$ cat src/rtl/led_seq_ctrl_if.sv
// rtl/led_seq_ctrl_if.sv - command valid/ready channel from the UART decoder to the LED sequencer
interface led_seq_ctrl_if #(
  parameter int W = 16
) ();
  logic         cmd_valid;
  logic         cmd_ready;
  logic [2:0]   cmd_op;
  logic [W-1:0] cmd_data;

  modport master (output cmd_valid, output cmd_op, output cmd_data, input cmd_ready);
  modport slave  (input cmd_valid, input cmd_op, input cmd_data, output cmd_ready);
endinterface

$ cat src/rtl/led_seq_ctrl.sv
// rtl/led_seq_ctrl.sv - command-driven LED bank sequencer (static/rotate/bounce/blink, programmable step period)
module led_seq_ctrl #(
  parameter int W         = 16,
  parameter int TICK_DIV  = 5000000,
  parameter int DIV_SHIFT = 8,
  parameter int DIV_W     = 32
) (
  input  logic            clk,
  input  logic            rst,
  led_seq_ctrl_if.slave   cmd,
  output logic [W-1:0]    led,
  output logic [2:0]      mode,
  output logic            tick
);

  typedef enum logic {ST_RUN, ST_APPLY} state_t;

  localparam logic [2:0] OP_NOP    = 3'd0;
  localparam logic [2:0] OP_LOAD   = 3'd1;
  localparam logic [2:0] OP_ROTL   = 3'd2;
  localparam logic [2:0] OP_ROTR   = 3'd3;
  localparam logic [2:0] OP_BOUNCE = 3'd4;
  localparam logic [2:0] OP_BLINK  = 3'd5;
  localparam logic [2:0] OP_SETDIV = 3'd6;
  localparam logic [2:0] OP_STOP   = 3'd7;

  localparam logic [2:0] M_STATIC  = 3'd1;
  localparam logic [2:0] M_ROTL    = 3'd2;
  localparam logic [2:0] M_ROTR    = 3'd3;
  localparam logic [2:0] M_BOUNCE  = 3'd4;
  localparam logic [2:0] M_BLINK   = 3'd5;

  localparam logic DIR_LEFT  = 1'b0;
  localparam logic DIR_RIGHT = 1'b1;

  state_t           state_q, state_d;
  logic [W-1:0]     led_q, led_d;
  logic [W-1:0]     pat_q, pat_d;
  logic [W-1:0]     data_q, data_d;
  logic [2:0]       mode_q, mode_d;
  logic [2:0]       op_q, op_d;
  logic [DIV_W-1:0] div_q, div_d;
  logic [DIV_W-1:0] cnt_q, cnt_d;
  logic             dir_q, dir_d;
  logic             ph_q, ph_d;

  logic             run;
  logic             wrap;
  logic [DIV_W-1:0] period;
  logic [W-1:0]     seed;

  always_comb begin
    run    = (state_q == ST_RUN);
    period = (div_q == '0) ? DIV_W'(1) : div_q;
    // >= rather than == so a period lowered mid-count wraps at once
    wrap   = (cnt_q >= period - DIV_W'(1));
    seed   = (data_q == '0) ? W'(1) : data_q;

    state_d = state_q;
    led_d   = led_q;
    pat_d   = pat_q;
    data_d  = data_q;
    mode_d  = mode_q;
    op_d    = op_q;
    div_d   = div_q;
    cnt_d   = cnt_q;
    dir_d   = dir_q;
    ph_d    = ph_q;

    if (run) begin
      cnt_d = wrap ? '0 : cnt_q + DIV_W'(1);
      if (wrap) begin
        case (mode_q)
          M_ROTL: led_d = {led_q[W-2:0], led_q[W-1]};
          M_ROTR: led_d = {led_q[0], led_q[W-1:1]};
          M_BOUNCE: begin
            if (dir_q == DIR_LEFT) begin
              if (led_q[W-1]) begin
                dir_d = DIR_RIGHT;
                led_d = led_q >> 1;
              end else begin
                led_d = led_q << 1;
              end
            end else begin
              if (led_q[0]) begin
                dir_d = DIR_LEFT;
                led_d = led_q << 1;
              end else begin
                led_d = led_q >> 1;
              end
            end
          end
          M_BLINK: begin
            ph_d  = ~ph_q;
            led_d = ph_q ? pat_q : '0;
          end
          default: ;
        endcase
      end
      if (cmd.cmd_valid) begin
        state_d = ST_APPLY;
        op_d    = cmd.cmd_op;
        data_d  = cmd.cmd_data;
      end
    end else begin
      state_d = ST_RUN;
      if (op_q != OP_NOP) cnt_d = '0;
      case (op_q)
        OP_LOAD: begin
          pat_d  = data_q;
          led_d  = data_q;
          mode_d = M_STATIC;
        end
        OP_ROTL: begin
          pat_d  = seed;
          led_d  = seed;
          mode_d = M_ROTL;
        end
        OP_ROTR: begin
          pat_d  = seed;
          led_d  = seed;
          mode_d = M_ROTR;
        end
        OP_BOUNCE: begin
          pat_d  = seed;
          led_d  = seed;
          mode_d = M_BOUNCE;
          dir_d  = DIR_LEFT;
        end
        OP_BLINK: begin
          pat_d  = data_q;
          led_d  = data_q;
          ph_d   = 1'b0;
          mode_d = M_BLINK;
        end
        OP_SETDIV: div_d = DIV_W'(data_q) << DIV_SHIFT;
        OP_STOP: begin
          mode_d = M_STATIC;
          pat_d  = led_q;
        end
        default: ;
      endcase
    end
  end

  always_ff @(posedge clk or negedge rst) begin
    if (!rst) begin
      state_q <= ST_RUN;
      led_q   <= W'(1);
      pat_q   <= W'(1);
      data_q  <= '0;
      mode_q  <= M_ROTL;
      op_q    <= OP_NOP;
      div_q   <= DIV_W'(TICK_DIV);
      cnt_q   <= '0;
      dir_q   <= DIR_LEFT;
      ph_q    <= 1'b0;
    end else begin
      state_q <= state_d;
      led_q   <= led_d;
      pat_q   <= pat_d;
      data_q  <= data_d;
      mode_q  <= mode_d;
      op_q    <= op_d;
      div_q   <= div_d;
      cnt_q   <= cnt_d;
      dir_q   <= dir_d;
      ph_q    <= ph_d;
    end
  end

  assign cmd.cmd_ready = run;
  assign tick          = run && wrap && rst;
  assign led           = led_q;
  assign mode          = mode_q;

endmodule

$ cat src/flat_wrapper.sv
// flat-port wrapper written by rule: the top's interface ports become plain ports
module led_seq_ctrl_flat 
#(
  parameter int W         = 16,
  parameter int TICK_DIV  = 5000000,
  parameter int DIV_SHIFT = 8,
  parameter int DIV_W     = 32
)
  (clk, rst, led, mode, tick, cmd_cmd_valid, cmd_cmd_op, cmd_cmd_data, cmd_cmd_ready);
  led_seq_ctrl_if #(.W(W)) cmd_i ();
  input  logic clk;
  input  logic rst;
  output logic [W-1:0] led;
  output logic [2:0] mode;
  output logic tick;
  input wire logic [$bits(cmd_i.cmd_valid)-1:0] cmd_cmd_valid;
  input wire logic [$bits(cmd_i.cmd_op)-1:0] cmd_cmd_op;
  input wire logic [$bits(cmd_i.cmd_data)-1:0] cmd_cmd_data;
  output wire logic [$bits(cmd_i.cmd_ready)-1:0] cmd_cmd_ready;
  assign cmd_i.cmd_valid = cmd_cmd_valid;
  assign cmd_i.cmd_op = cmd_cmd_op;
  assign cmd_i.cmd_data = cmd_cmd_data;
  assign cmd_cmd_ready = cmd_i.cmd_ready;
  led_seq_ctrl #(.W(W), .TICK_DIV(TICK_DIV), .DIV_SHIFT(DIV_SHIFT), .DIV_W(DIV_W)) u_core (.clk(clk), .rst(rst), .cmd(cmd_i), .led(led), .mode(mode), .tick(tick));
endmodule
$ cat config.mk
export PLATFORM = sky130hd
export DESIGN_NAME = led_seq_ctrl_flat
export DESIGN_NICKNAME = d
export VERILOG_FILES = /design/src/rtl/led_seq_ctrl_if.sv /design/src/rtl/led_seq_ctrl.sv /design/src/flat_wrapper.sv
export SDC_FILE = /design/constraint.sdc
export NUM_CORES = 1
export LEC_CHECK = 0
export ABC_AREA = 0
export BUFFER_PORTS_ARGS = -buffer_cell sky130_fd_sc_hd__buf_2
export CAP_MARGIN = 10
export CORE_UTILIZATION = 40
export CTS_CLUSTER_DIAMETER = 40
export DETAILED_ROUTE_END_ITERATION = 7
export PLACE_DENSITY = 0.66
export SLEW_MARGIN = 20
export SYNTH_ARGS = -nofsm -noshare
export SYNTH_HDL_FRONTEND = slang
export SYNTH_SLANG_ARGS = --single-unit
$ cat constraint.sdc
create_clock -name clk -period 6.8 [get_ports clk]
set_input_delay 0.68 -clock clk [delete_from_list [all_inputs] [get_ports clk]]
set_output_delay 0.68 -clock clk [all_outputs]
set_load 0.005 [all_outputs]
==> out/results.tsv <==
metric	value	unit
most frequent cell after synthesis	dfrtp_1	
outcome	finished, final reports clean	
initial antenna violation count	0	
syn_area_per_cell	9.50	sq um
IO buf count	42	
WP data required	7.05	ns
drc violations	0	
Die Width	128	um
Post-CTS Hold Buffers	0	
vias in the first global route	5110	
initial core utilization	41.4	%
largest net degree at the start of global routing	77	
Avg WL per Cell	16.9	um
Sinks on Clock Net	106	
Pre-antenna DRT Iters	5	
TNS Setup	0	ns
total gr overflow	0	
placed cell area	6730	sq um
CTS buffer count	9	
met1 Track Usage GR	25.9	%
Post-synth EDFFs	0	
ys async rst share	100	%
core box area	15400	sq um
fin worst setup slack	2.02	ns
Worst Tran Pin Value	1.16	ns
register clock-pin slew on the reported worst setup and hold paths	0.08	ns
Post-CTS Setup Inserts	0	
global router's overall resource usage	20.0	%
post-cts gate resize count	0	
Ys Warns	0	
Longest Clk Path Bufs	2	
Tot Pwr	2.24	mW
Post-Syn Area	6360	sq um
Synth area leaders	dfrtp_1 (37%), ha_1 (6.5%), mux2i_1 (5.0%)	
final hold vios	0	
CTS tree	yes	
unrepaired setup endpoints after global routing	false	
fraction of layout cells with a size suffix above 1	17.8	%
worst-skew pair later-pin latency	0.36	ns
hpwl dp	10800	um
# rows	45	
Routed WL	15500	um
Root Driver	clkbuf_16	
first-pass GRT wire length	25600	um
busiest grt layer	met2	
Yosys reg bits	106	
Period minus WS final	4.78	ns
drt via density	5.72	
Critical Path Sink Type	register	
synthesized instance count	669	
die footprint	16400	sq um
hold_ws	0.250	ns
synth-to-layout area growth	10.7	%
leakage dissipation	3.19	nW
Slew Viols, Final	0	
Critical Setup Path Class	reg2reg	
met2 Use GR	33.6	%
fin area	7040	sq um
top post-synthesis cells by count	dfrtp_1 (95), nand2_1 (79), o21ai_0 (62)	
Worst EP arrival	5.03	ns
Antenna Nets Post-Route	0	
setup violators final	0	
Post-Place Cells	898	
H-tree levels	3	
met3 Use GR	4.22	%
Seq/Total Area, Yosys	41.9	%
Max VDD drop	0.225	mV
# fillers	1431	
Post-layout nets	753	
Setup WS pre-CTS	2.01	ns
HP Class	in2async	
DR iter-0 viols	394	
Rel. slew slack	22.9	%
I/O pins	43	
via count	5228	
Ant. Diodes	0	
total of max-cap violations	0	
pwr dens	318	nW/um^2
clock skew	0.00884	ns
post-synth cell types	62	
post-synth top area share	37.4	%
die height	128	um
Tcrit/Tclk final	70.3	%
Final Core Density	45.8	%
Fmax	209	MHz
biggest area consumer among synthesized cells	dfrtp_1	
GPL Wtd Cong	0.854	
Top FF cell, synth	dfrtp_1	
Crit Path Max Fanout	16	
worst reg2reg path depth	14	
Cell Count, Final, Fillers Out	914	
CP startpoint kind	register	
## flip-flops by register name, summed over array words and instances (netlist names)
signal and count:
u_core.led 16, u_core.dir_q 1, u_core.op_q 3, u_core.state_q 1, u_core.mode 3, u_core.ph_q 1, u_core.cnt_q 32, u_core.data_q 16
u_core.pat_q 16, u_core.div_q 17
## final timing paths
path	startpoint	slack, ns	endpoint
max in group asynchronous	rst	5.26	u_core.data_q[9]$_DFFE_PN0P_
hold / removal	rst	0.25	u_core.cnt_q[2]$_DFFE_PN0P_
min in group clk	u_core.pat_q[0]$_DFFE_PN1P_	0.49	u_core.pat_q[0]$_DFFE_PN1P_
hold reg to reg	u_core.pat_q[0]$_DFFE_PN1P_	0.49	u_core.pat_q[0]$_DFFE_PN1P_
setup / recovery	u_core.div_q[8]$_DFFE_PN1P_	2.02	u_core.led[4]$_DFFE_PN0P_
setup reg to reg	u_core.div_q[8]$_DFFE_PN1P_	2.02	u_core.led[4]$_DFFE_PN0P_
## area by class of cell
class	instances	area, sq um	share of cell area (%)
multi-input combinational	507	3460	49.2
sequential	106	2670	37.9
timing repair buffer	49	265	3.77
tap	211	264	3.75
clock buffer	9	225	3.20
inverter	25	93.8	1.33
clock inverter	7	61.3	0.871
## per-layer routing
metal,wire length [um],part of all wire [%]
met4,257,1.7
met1,7070,46
met2,7520,49
met5,0,0
met3,617,4.0
## report_power, final
part / switching (mW) / total [mW] / leakage (nW) / internal (mW)
logic: 0.359 / 0.710 / 1.72 / 0.351
clock network: 0.263 / 0.519 / 0.144 / 0.256
registers: 0.200 / 1.01 / 1.33 / 0.808
total: 0.822 / 2.24 / 3.19 / 1.42
## kinds of logic after synthesis
logic type / count (synthesis) / share of synthesized area, %
flops: 106 / 41.9
mux: 65 / 11.5
fa+ha+maj: 33 / 6.49
xor+xnor: 14 / 1.93
buf+inv: 63 / 4.62
compound gates: 165 / 15.9
simple gates: 222 / 17.6
other cells: 1 / 0.0590
## critical path, cell delays in order (launching register included)
cell and delay, ns:
dfstp_2 0.38, or3_1 0.42, nor2_1 0.16, nand2_1 0.15, nor4_1 0.34, nand2b_1 0.16
o31ai_1 0.24, ha_1 0.30, a21oi_1 0.14, o21ai_0 0.10, a221oi_1 0.30, o211ai_1 0.34
nor2_4 0.27, o31a_1 0.93, mux2_2 0.42
## cells in the final DEF, fill, tap and decap left out, types with 23 or more instances in the layout
cell / instances
dfrtp_1: 95
nand2_1: 79
o21ai_0: 61
a21oi_1: 59
buf_2: 41
nand3_1: 38
ha_1: 33
mux2i_1: 32
inv_1: 24
nor2_1: 23
mux2_2: 23
Power figures use the tool's default switching activity.
